### src/rtl/vga_scanout.sv
// VGA 640x480 scanout of a 320x240 4bpp frame buffer with 2x2 replication; 3-clock counter-to-pin latency.
// Optional VGA_PALETTE_EN adds a 16x12-bit palette register file looked up at the output stage.
module vga_scanout #(
  parameter int H_ACTIVE = 640,
  parameter int H_FP     = 16,
  parameter int H_SYNC   = 96,
  parameter int H_BP     = 48,
  parameter int V_ACTIVE = 480,
  parameter int V_FP     = 10,
  parameter int V_SYNC   = 2,
  parameter int V_BP     = 33,
  parameter int FB_WIDTH = 320
) (
  input  logic        vga_clk,
  input  logic        vga_rst,
  output logic [16:0] vga_pixel_addr,
  input  logic [3:0]  vga_pixel_data,
  output logic        vga_hsync,
  output logic        vga_vsync,
  output logic        vga_de,
  output logic [3:0]  vga_r,
  output logic [3:0]  vga_g,
  output logic [3:0]  vga_b,
  output logic        frame_start
`ifdef VGA_PALETTE_EN
  ,
  input  logic        pal_we,
  input  logic [3:0]  pal_idx,
  input  logic [11:0] pal_rgb
`endif
);

  localparam int H_TOTAL = H_ACTIVE + H_FP + H_SYNC + H_BP;
  localparam int V_TOTAL = V_ACTIVE + V_FP + V_SYNC + V_BP;

  localparam logic [9:0] H_LAST = 10'(H_TOTAL - 1);
  localparam logic [9:0] V_LAST = 10'(V_TOTAL - 1);
  localparam logic [9:0] H_ACT  = 10'(H_ACTIVE);
  localparam logic [9:0] V_ACT  = 10'(V_ACTIVE);
  localparam logic [9:0] HS_BEG = 10'(H_ACTIVE + H_FP);
  localparam logic [9:0] HS_END = 10'(H_ACTIVE + H_FP + H_SYNC);
  localparam logic [9:0] VS_BEG = 10'(V_ACTIVE + V_FP);
  localparam logic [9:0] VS_END = 10'(V_ACTIVE + V_FP + V_SYNC);

  logic [9:0]  h_cnt_q, h_cnt_d;
  logic [9:0]  v_cnt_q, v_cnt_d;
  logic        act0, hs0, vs0, fs0;
  logic [16:0] x17, y17, lin_addr, addr_d;
  // flag bits: {frame_start, vsync_active, hsync_active, display_enable}
  logic [3:0]  flg1_q, flg2_q;
  logic        hs_q, vs_q, de_q, fs_q;
  logic [11:0] rgb_q, rgb_d, color;

  always_comb begin
    h_cnt_d = h_cnt_q + 10'd1;
    v_cnt_d = v_cnt_q;
    if (h_cnt_q == H_LAST) begin
      h_cnt_d = '0;
      v_cnt_d = (v_cnt_q == V_LAST) ? '0 : v_cnt_q + 10'd1;
    end
  end

  assign act0 = (h_cnt_q < H_ACT) && (v_cnt_q < V_ACT);
  assign hs0  = (h_cnt_q >= HS_BEG) && (h_cnt_q < HS_END);
  assign vs0  = (v_cnt_q >= VS_BEG) && (v_cnt_q < VS_END);
  assign fs0  = (h_cnt_q == '0) && (v_cnt_q == '0);

  // Halving both counters gives the 2x2 replication into the half-resolution buffer.
  assign x17 = {8'd0, h_cnt_q[9:1]};
  assign y17 = {8'd0, v_cnt_q[9:1]};

  generate
    if (FB_WIDTH == 320) begin : g_mul_shift
      assign lin_addr = (y17 << 8) + (y17 << 6) + x17;
    end else begin : g_mul_generic
      assign lin_addr = y17 * 17'(FB_WIDTH) + x17;
    end
  endgenerate

  assign addr_d = act0 ? lin_addr : '0;

`ifdef VGA_PALETTE_EN
  logic [11:0] pal_q [16];

  // Lookup reads the pre-write contents when the same entry is written this cycle.
  always_ff @(posedge vga_clk or posedge vga_rst) begin
    if (vga_rst) begin
      for (int i = 0; i < 16; i++) pal_q[i] <= {4'(i), 4'(i), 4'(i)};
    end else if (pal_we) begin
      pal_q[pal_idx] <= pal_rgb;
    end
  end

  assign color = pal_q[vga_pixel_data];
`else
  assign color = {vga_pixel_data, vga_pixel_data, vga_pixel_data};
`endif

  assign rgb_d = flg2_q[0] ? color : '0;

  always_ff @(posedge vga_clk or posedge vga_rst) begin
    if (vga_rst) begin
      h_cnt_q        <= '0;
      v_cnt_q        <= '0;
      vga_pixel_addr <= '0;
      flg1_q         <= '0;
      flg2_q         <= '0;
      hs_q           <= 1'b1;
      vs_q           <= 1'b1;
      de_q           <= 1'b0;
      fs_q           <= 1'b0;
      rgb_q          <= '0;
    end else begin
      h_cnt_q        <= h_cnt_d;
      v_cnt_q        <= v_cnt_d;
      vga_pixel_addr <= addr_d;
      flg1_q         <= {fs0, vs0, hs0, act0};
      flg2_q         <= flg1_q;
      hs_q           <= ~flg2_q[1];
      vs_q           <= ~flg2_q[2];
      de_q           <= flg2_q[0];
      fs_q           <= flg2_q[3];
      rgb_q          <= rgb_d;
    end
  end

  assign vga_hsync   = hs_q;
  assign vga_vsync   = vs_q;
  assign vga_de      = de_q;
  assign frame_start = fs_q;
  assign vga_r       = rgb_q[11:8];
  assign vga_g       = rgb_q[7:4];
  assign vga_b       = rgb_q[3:0];

endmodule

### config.mk
export PLATFORM = sky130hd
export DESIGN_NAME = vga_scanout
export DESIGN_NICKNAME = d
export VERILOG_FILES = /design/src/rtl/vga_scanout.sv
export SDC_FILE = /design/constraint.sdc
export NUM_CORES = 1
export LEC_CHECK = 0
export ABC_CLOCK_PERIOD_IN_PS = 2950
export BUFFER_PORTS_ARGS = -buffer_cell sky130_fd_sc_hd__buf_4
export CAP_MARGIN = 40
export CORE_ASPECT_RATIO = 0.7
export CORE_MARGIN = 2
export CORE_UTILIZATION = 40
export CTS_CLUSTER_DIAMETER = 150
export DETAILED_ROUTE_END_ITERATION = 8
export GPL_ROUTABILITY_DRIVEN = 0
export PLACE_DENSITY = 0.55
export SLEW_MARGIN = 30
export SYNTH_ARGS = -nofsm -noshare
export SYNTH_HDL_FRONTEND = slang
export SYNTH_SLANG_ARGS = --single-unit
export TNS_END_PERCENT = 20
### constraint.sdc
create_clock -name vga_clk -period 2.95 [get_ports vga_clk]
set_clock_uncertainty 0.15 [all_clocks]
set_input_delay 0.885 -clock vga_clk [delete_from_list [all_inputs] [get_ports vga_clk]]
set_output_delay 0.885 -clock vga_clk [all_outputs]
set_load 0.02 [all_outputs]
* Yosys cells after proc, flatten, opt, wreduce, memory -nomap -nowiden
Cells that the tools add are included.
** Storage, ports and cells
- Input port bits :: 6
- Output and inout port bits :: 33
- Bits in registers :: 61
- Logic and storage cells :: 34
** Cells by class
- Muxes and demuxes :: 4
- Order comparisons :: 6
- Reductions and logical operators :: 6
- Bitwise logic cells :: 2
- $add $sub $neg :: 4
- Equality and inequality tests :: 2
** Operator list (number)
- adder 10 x 1 -> 10 bit, second input constant :: 2
- == test 10 bit, second input constant :: 2
- logical NOT 10 bit :: 2
- less-than comparator 10 bit, second input constant :: 2
- less-than comparator 10 x 9 -> 1 bit, second input constant :: 2
- two-way mux 10 bit :: 2
- adder 17 x 15 -> 17 bit :: 1
- adder 17 x 9 -> 17 bit :: 1
- two-way mux 17 bit :: 1
- two-way mux 12 bit :: 1
- greater-or-equal comparator 10 bit, second input constant :: 1
- greater-or-equal comparator 10 x 9 -> 1 bit, second input constant :: 1
- logical AND 1 bit :: 4
- inverter 1 bit :: 2

* Depth between registers and ports, before layout
Gate-level depths: netlist (run 1).
- Word-level depth :: 3
- Depth in mapped cells :: 9
- Mapped depth without buffers :: 8

* Least setup slack after synthesis (run 1)
Ideal clock, no wire load.
- Path type :: reg-to-reg
- From :: register h_cnt_q[9]
- To :: register vga_pixel_addr[15]
- Cell stages (with the launch flop) :: 10
- Arrival time :: 2.422 ns
- Setup slack :: 0.298 ns
- Clock period less this slack :: 2.652 ns
- Setup time :: 0.079 ns
- Path buffers :: 1
- Cell sequence :: dfrtp_1 > buf_2 > inv_1 > fa_1 > inv_1 > fa_1 > a211oi_1 > nor2_1 > a221oi_1 > mux2i_1
** On the way
- Cells in the longest elaborated chain, start to end :: 3
- Elaborated cells between the ends (all ways) :: 4
** Ends and longest elaborated chain
- start: declaration :: RTL line 45 : logic [9:0] h_cnt_q, h_cnt_d;
- start signal: assignment :: RTL line 114 : h_cnt_q <= h_cnt_d;
- parallel branches: the longest is 2 deep, another holds adder 17 x 9 -> 17 bit
- two-way mux 17 bit * :: RTL line 80 : assign addr_d = act0 ? lin_addr : '0;
- named net addr_d[15] :: RTL line 48 : logic [16:0] x17, y17, lin_addr, addr_d;
- end signal: assignment :: RTL line 116 : vga_pixel_addr <= addr_d;
- end: declaration :: RTL line 16 : output logic [16:0] vga_pixel_addr,
Mark *: on every way through the listed nets, which the timed path passes.
A chain may end at the register's enable or synchronous reset.

* Worst setup path in the final report (run 1)
- From :: register v_cnt_q[1]
- To :: register vga_pixel_addr[15]
** On the way
- Cells in the longest elaborated chain, start to end :: 3
- Elaborated cells between the ends (all ways) :: 5
** Ends and longest elaborated chain
- start: declaration :: RTL line 46 : logic [9:0] v_cnt_q, v_cnt_d;
- start signal: assignment :: RTL line 115 : v_cnt_q <= v_cnt_d;
- adder 17 x 15 -> 17 bit or less-than comparator 10 x 9 -> 1 bit (tied branches) :: RTL line 74, 63
- adder 17 x 9 -> 17 bit or logical AND 1 bit (tied branches) :: RTL line 74, 63
- two-way mux 17 bit * :: RTL line 80
- named net addr_d[15] :: RTL line 48
The timed path passes the listed nets; every way through them passes the cells marked *.

==> results of run 1 <==
[registers in the layout (all words and copies together) (netlist names)]
| register | cells |
|---|---|
| flg1_q | 4 |
| flg2_q | 4 |
| frame_start | 1 |
| h_cnt_q | 10 |
| rgb_q | 4 |
| v_cnt_q | 10 |
| vga_de | 1 |
| vga_hsync | 1 |
| vga_pixel_addr | 17 |
| vga_vsync | 1 |
[cells in the mapped netlist, types with 2 or more instances]
library cell / instances / area [µm²]
a21o_1: 6 / 45.0
a21oi_1: 6 / 30.0
and2_1: 15 / 93.8
and3_1: 8 / 50.1
buf_2: 6 / 30.0
buf_4: 8 / 60.1
buf_6: 2 / 22.5
dfrtp_1: 51 / 1280
dfstp_2: 2 / 52.6
fa_1: 2 / 40.0
ha_1: 21 / 263
inv_1: 11 / 41.3
mux2i_1: 4 / 40.0
nand2_1: 11 / 41.3
nand2b_1: 5 / 31.3
nand3_1: 10 / 50.1
nand4_1: 6 / 37.5
nor2_1: 9 / 33.8
nor3_1: 3 / 15.0
nor4_1: 5 / 31.3
o21ai_0: 14 / 70.1
xnor2_1: 5 / 43.8
xor2_1: 7 / 61.3
[power by group]
group / internal, mW / switching (mW)
logic: 0.0185 / 0.0290
clock network: 0.255 / 0.246
registers: 0.729 / 0.00203
total: 1.00 / 0.277
[area by class of cell]
| class | count | area (µm²) |
|---|---|---|
| fill | 589 | 3230 |
| tap | 78 | 97.6 |
| sequential | 53 | 1330 |
| inverter | 11 | 41.3 |
| clock inverter | 2 | 38.8 |
| clock buffer | 6 | 72.6 |
| multi-input combinational | 157 | 1160 |
| timing repair buffer | 42 | 332 |
[metrics by stage]
stage	hold WS (ps)	power, mW	instances	instance area [µm²]	worst slack, ps
after floorplan	181	0.777	237	2640	298
after global placement	183	0.794	340	2950	227
after detailed placement	185	0.795	340	2950	179
after CTS	207	1.30	348	3060	149
after global routing	218	1.33	349	3070	101
final	204	1.28	349	3070	244
[critical path, stage by stage, from the launching register on]
cell and delay [ps]:
dfrtp_1 420, inv_1 120, fa_1 510, inv_1 60
fa_1 480, a211oi_2 270, nor2_1 110, a221oi_1 300
mux2i_1 220
[logic make-up after synthesis]
kind of cell | after synthesis | synth area share
AOI/OAI and AO/OA | 34 | 0.0792
xor gates and xnor gates | 12 | 0.0398
adders and majority gates | 23 | 0.115
buffers and inverters | 27 | 0.0583
DFF | 53 | 0.503
muxes | 4 | 0.0152
and+or+nand+nor | 84 | 0.190
[layer usage]
layer | part of all wire | wire, µm
met1 | 0.55 | 2750
met5 | 0 | 0
met2 | 0.38 | 1910
met3 | 0.057 | 287
met4 | 0.010 | 50
[final timing paths]
path	end	slack [ps]	depth (start not counted)
max reg2reg	vga_pixel_addr[15]	240	8
min reg2reg	vga_vsync	200	1
min in group asynchronous	vga_pixel_addr[2]	470	2
max	vga_pixel_addr[15]	240	8
max in group asynchronous	vga_vsync	1560	3
min	vga_vsync	200	1
==> reports/qor.yml, run 1 <==
drt:
  antenna_left: 0
  postRouteWirelength_um: 4990
  routed_via_density: 5.07
  wl_per_cell_um: 14.3
  drt-initial-drc-count: 79
  dr.pass1.iters: 4
  drc_errors: 0
  vias: 1771
global_route:
  grt_pass1_wl_um: 8140
  use_met3: 0.0443
  grt_max_degree: 30
  gr-max-usage-layer: "met1"
  first_global_vias: 1526
  grt_usage: 0.145
  antenna_found_initial: 0
  met1_usage: 0.235
  use_met2: 0.185
  grt_overflow_total: 0
run_status:
  outcome: "finished, final reports clean"
logic_synthesis:
  synth_seq_cells: 53
  ys_types: 43
  synth_fp_nets: 266
  synth-edff-count: 0
  netlist_area_um2: 2640
  syn_inst: 237
  synth_area_per_cell_um2: 11.1
  ys_seq_area_frac: 0.503
  yosys_warnings: 0
  dominantRegCellSynth: "dfrtp_1"
  async_flop_share: 1.00
sta:
  finalHoldViolations: 0
  rsz0062_at_grt: "no"
  fin_crit_ps: 2710
  worst_slew_pin_slew_ps: 558
  setup_viol_count_final: 0
  relSlewSlack: 0.623
  fmax_mhz: 369
  report.final.slew_viol_count: 0
  fin_crit_sh: 0.917
  tns_ps: 0
worst_setup_path:
  cp_data_arrival_time_ps: 2790
  crit_type: "reg -> reg"
  end_kind: "flop"
  required_ps: 3040
  critical_path.startpoint: "v_cnt_q[1]"
  cp-start-kind: "flop"
  reg2reg_from: "v_cnt_q[1]"
  crit_fanout: 5
cells_and_area:
  layout_common_cells: "dfrtp_1 (50), buf_4 (40), ha_1 (21)"
  fin_nets: 299
  final_util: 0.488
  drive_above_1_share: 0.221
  final_common_cell: "dfrtp_1"
  area_delta_synth_final_pct: 16.4
  diodes: 0
clock_network:
  cts_tree: "built"
  clk_pin_slew_ps: 100
  cts-root-buf: "clkbuf_8"
  clock-sinks: 53
  cts_setup_buffers: 0
  cts_buffer_depth: 2
  cts-buffers-inserted: 5
  htreeDepth: 2
  cts.repair.resized: 0
  clk_latency_ps: 310
  cts_hold_buf: 0
placed_design:
  io_buffer_count: 38
  dpl.hpwl_um: 3590
worst_hold_path:
  hp-start: "flg2_q[2]"
  min_path_type: "reg -> reg"
job:
  max_cap_viol_count: 0
pwr:
  p_leak_nw: 1.61
  power_density_nw_per_um2: 416
  ir_drop_mv: 0.179
die:
  die_area_um2: 7280
  placementRows: 24
  core_area_um2: 6310
  die_h_um: 72.0
  io_pins: 39
  die_w_um: 101
  floorplan.initialDensity: 0.419
(Power assumes the default switching activity.)
==> run 2, diff against run 1 <==
--- a/config.mk
+++ b/config.mk
@@ -5,6 +5,7 @@
 export SDC_FILE = /design/constraint.sdc
 export NUM_CORES = 1
 export LEC_CHECK = 0
+export ABC_AREA = 1
 export ABC_CLOCK_PERIOD_IN_PS = 2950
 export BUFFER_PORTS_ARGS = -buffer_cell sky130_fd_sc_hd__buf_4
 export CAP_MARGIN = 40
@@ -19,4 +20,3 @@
 export SYNTH_ARGS = -nofsm -noshare
 export SYNTH_HDL_FRONTEND = slang
 export SYNTH_SLANG_ARGS = --single-unit
-export TNS_END_PERCENT = 20
==> reports/qor.yml, run 2 <==
global_route:
  antenna_found_initial: 0
  grt_max_degree: 20
  grt_pass1_wl_um: 9100
  grt_usage: 0.153
  first_global_vias: 1859
  grt_overflow_total: 0
clock_network:
  cts_buffer_depth: 2
  cts.repair.resized: 0
  cts_tree: "built"
  cts-buffers-inserted: 5
  htreeDepth: 2
  clk_pin_slew_ps: 100
  cts-root-buf: "clkbuf_8"
  clk_latency_ps: 310
  cts_hold_buf: 0
  cts_setup_buffers: 0
  clock-sinks: 53
worst_setup_path:
  cp_data_arrival_time_ps: 2410
  end_kind: "flop"
  cp-start-kind: "flop"
  crit_type: "reg -> reg"
  rr_worst_depth: 9
  crit_fanout: 7
  required_ps: 3000
cells_and_area:
  layout_common_cells: "nand2_1 (63), inv_1 (53), dfrtp_1 (51)"
  largest_reg_flops: 17
  fin_cells: 457
  registers.top_by_ff_count: "vga_pixel_addr"
  n_fill_cell: 669
  fin_nets: 391
  final-seq-area_um2: 1330
  top_regs: "vga_pixel_addr: 17 flops, h_cnt_q: 10 flops, v_cnt_q: 10 flops"
  final_common_cell: "nand2_1"
  stdcell_area_um2: 3220
  drive_above_1_share: 0.176
  multiInputGateArea_um2: 1170
  diodes: 0
  area_delta_synth_final_pct: 16.0
logic_synthesis:
  synth-edff-count: 0
  synth_area_leaders: "dfrtp_1 (46%), ha_1 (9.5%), nand2_1 (8.5%)"
  ys_types: 28
  async_flop_share: 1.00
  synth_top_area_share: 0.459
  netlist_area_um2: 2780
  netlist_top_cells_count: "nand2_1 (63), inv_1 (54), dfrtp_1 (51), nor2_1 (50), ha_1 (21)"
  syn_inst: 324
  synth.most_common_cell: "nand2_1"
  synth_area_per_cell_um2: 8.57
  ys_seq_area_frac: 0.478
  synth_seq_cells: 53
  synth_fp_nets: 353
  yosysTopAreaCell: "dfrtp_1"
  yosys_warnings: 0
  dominantRegCellSynth: "dfrtp_1"
drt:
  dr.pass1.iters: 4
  routed_via_density: 4.49
  drt-met1-wl_um: 3020
  wl_met3_um: 267
  drc_errors: 0
  wl_per_cell_um: 11.7
  postRouteWirelength_um: 5360
  dr_wl_met2_um: 2020
  antenna_left: 0
  vias: 2051
  drt-initial-drc-count: 51
  highest_layer: "met4"
placed_design:
  pre_cts_ws_ps: 641
  io_buffer_count: 38
  dpl.hpwl_um: 4150
  dp_cells: 449
  place_area_um2: 3130
pwr:
  power_frac_clock: 0.359
  p_sw_mw: 0.294
  p_leak_nw: 1.81
  switching_share: 0.242
  power_density_nw_per_um2: 377
  p_comb_frac: 0.039
  intPower_mw: 0.919
  ir_drop_mv: 0.186
  p_seq_frac: 0.602
  power_mw: 1.21
sta:
  finalHoldViolations: 0
  fin_crit_sh: 0.799
  worst_slew_pin_slew_ps: 394
  setup_viol_count_final: 0
  fin_ws_ps: 593
  fmax_mhz: 424
  fin_crit_ps: 2360
  rsz0062_at_grt: "no"
  report.final.slew_viol_count: 0
  tns_ps: 0
  relSlewSlack: 0.735
die:
  die_h_um: 73.7
  placementRows: 25
  floorplan.initialDensity: 0.413
  die_w_um: 104
  core_area_um2: 6730
  io_pins: 39
  die_area_um2: 7640
run_status:
  outcome: "finished, final reports clean"
worst_hold_path:
  hold_depth: 0
  min_path_type: "reg -> reg"
job:
  max_cap_viol_count: 0
run 2: changes by cell type in the layout (fill, tap and decap cells not counted), moves of 4 or more:
cell and delta:
nor2_1 +41, xnor2_1 -5, inv_1 +43, and3_1 -8
nand3_1 +8, and2_1 -15, a21o_1 -6, nand2_1 +52
nand2b_1 -5, mux2i_1 -4, o21ai_0 -4
run 2: critical path: stages (launching register included):
cell and delay (ps):
dfrtp_1 480, inv_1 130, fa_1 490, inv_1 60, fa_1 430, nand2_1 90
nand2_1 90, nand2_1 90, xor2_1 160, nor2_1 60
run 2: metrics by stage:
stage	hold WS (ps)	util
final	207	0.479
after global routing	218	0.479
after CTS	211	0.479
after detailed placement	186	0.465
after global placement	181	0.465
after floorplan	181	-
run 2: per-layer routing:
metal  vias up  global-route usage
li1       1072                   -
met1       929               0.233
met2        45               0.208
met3         5              0.0470
met4         0              0.0405
met5         -                   0
run 2: worst paths after layout:
path / start / end / slack (ps)
min reg2reg: flg1_q[3] / flg2_q[3] / 210
min: flg1_q[3] / flg2_q[3] / 210
min in group asynchronous: vga_rst / frame_start / 380
max reg2reg: v_cnt_q[3] / vga_pixel_addr[11] / 590
max in group asynchronous: vga_rst / vga_vsync / 1640
max: v_cnt_q[3] / vga_pixel_addr[11] / 590
run 2: power by group through the flow:
stage               logic, mW  clock network [mW]  registers [mW]
finish                 0.0471               0.435           0.731
global route           0.0523               0.490           0.732
CTS                    0.0490               0.462           0.731
detailed placement     0.0490                   0           0.745
global placement       0.0488                   0           0.745
floorplan              0.0281                   0           0.749
run 2: layout make-up:
class / count / area share
tap: 94 / 0.0365
timing repair buffer: 41 / 0.0955
clock buffer: 5 / 0.0214
sequential: 53 / 0.412
multi-input combinational: 206 / 0.362
clock inverter: 3 / 0.00816
inverter: 55 / 0.0641
run 2: cell families (layout without fill, tap and decap cells):
logic type,Yosys count,count (layout),synth area share
buffers and inverters,65,104,0.102
AO/OA/AOI/OAI,19,19,0.0365
flip-flops,53,53,0.478
AND/OR/NAND/NOR,157,157,0.252
XOR/XNOR,7,7,0.0221
adder cells (fa/ha/maj),23,23,0.109
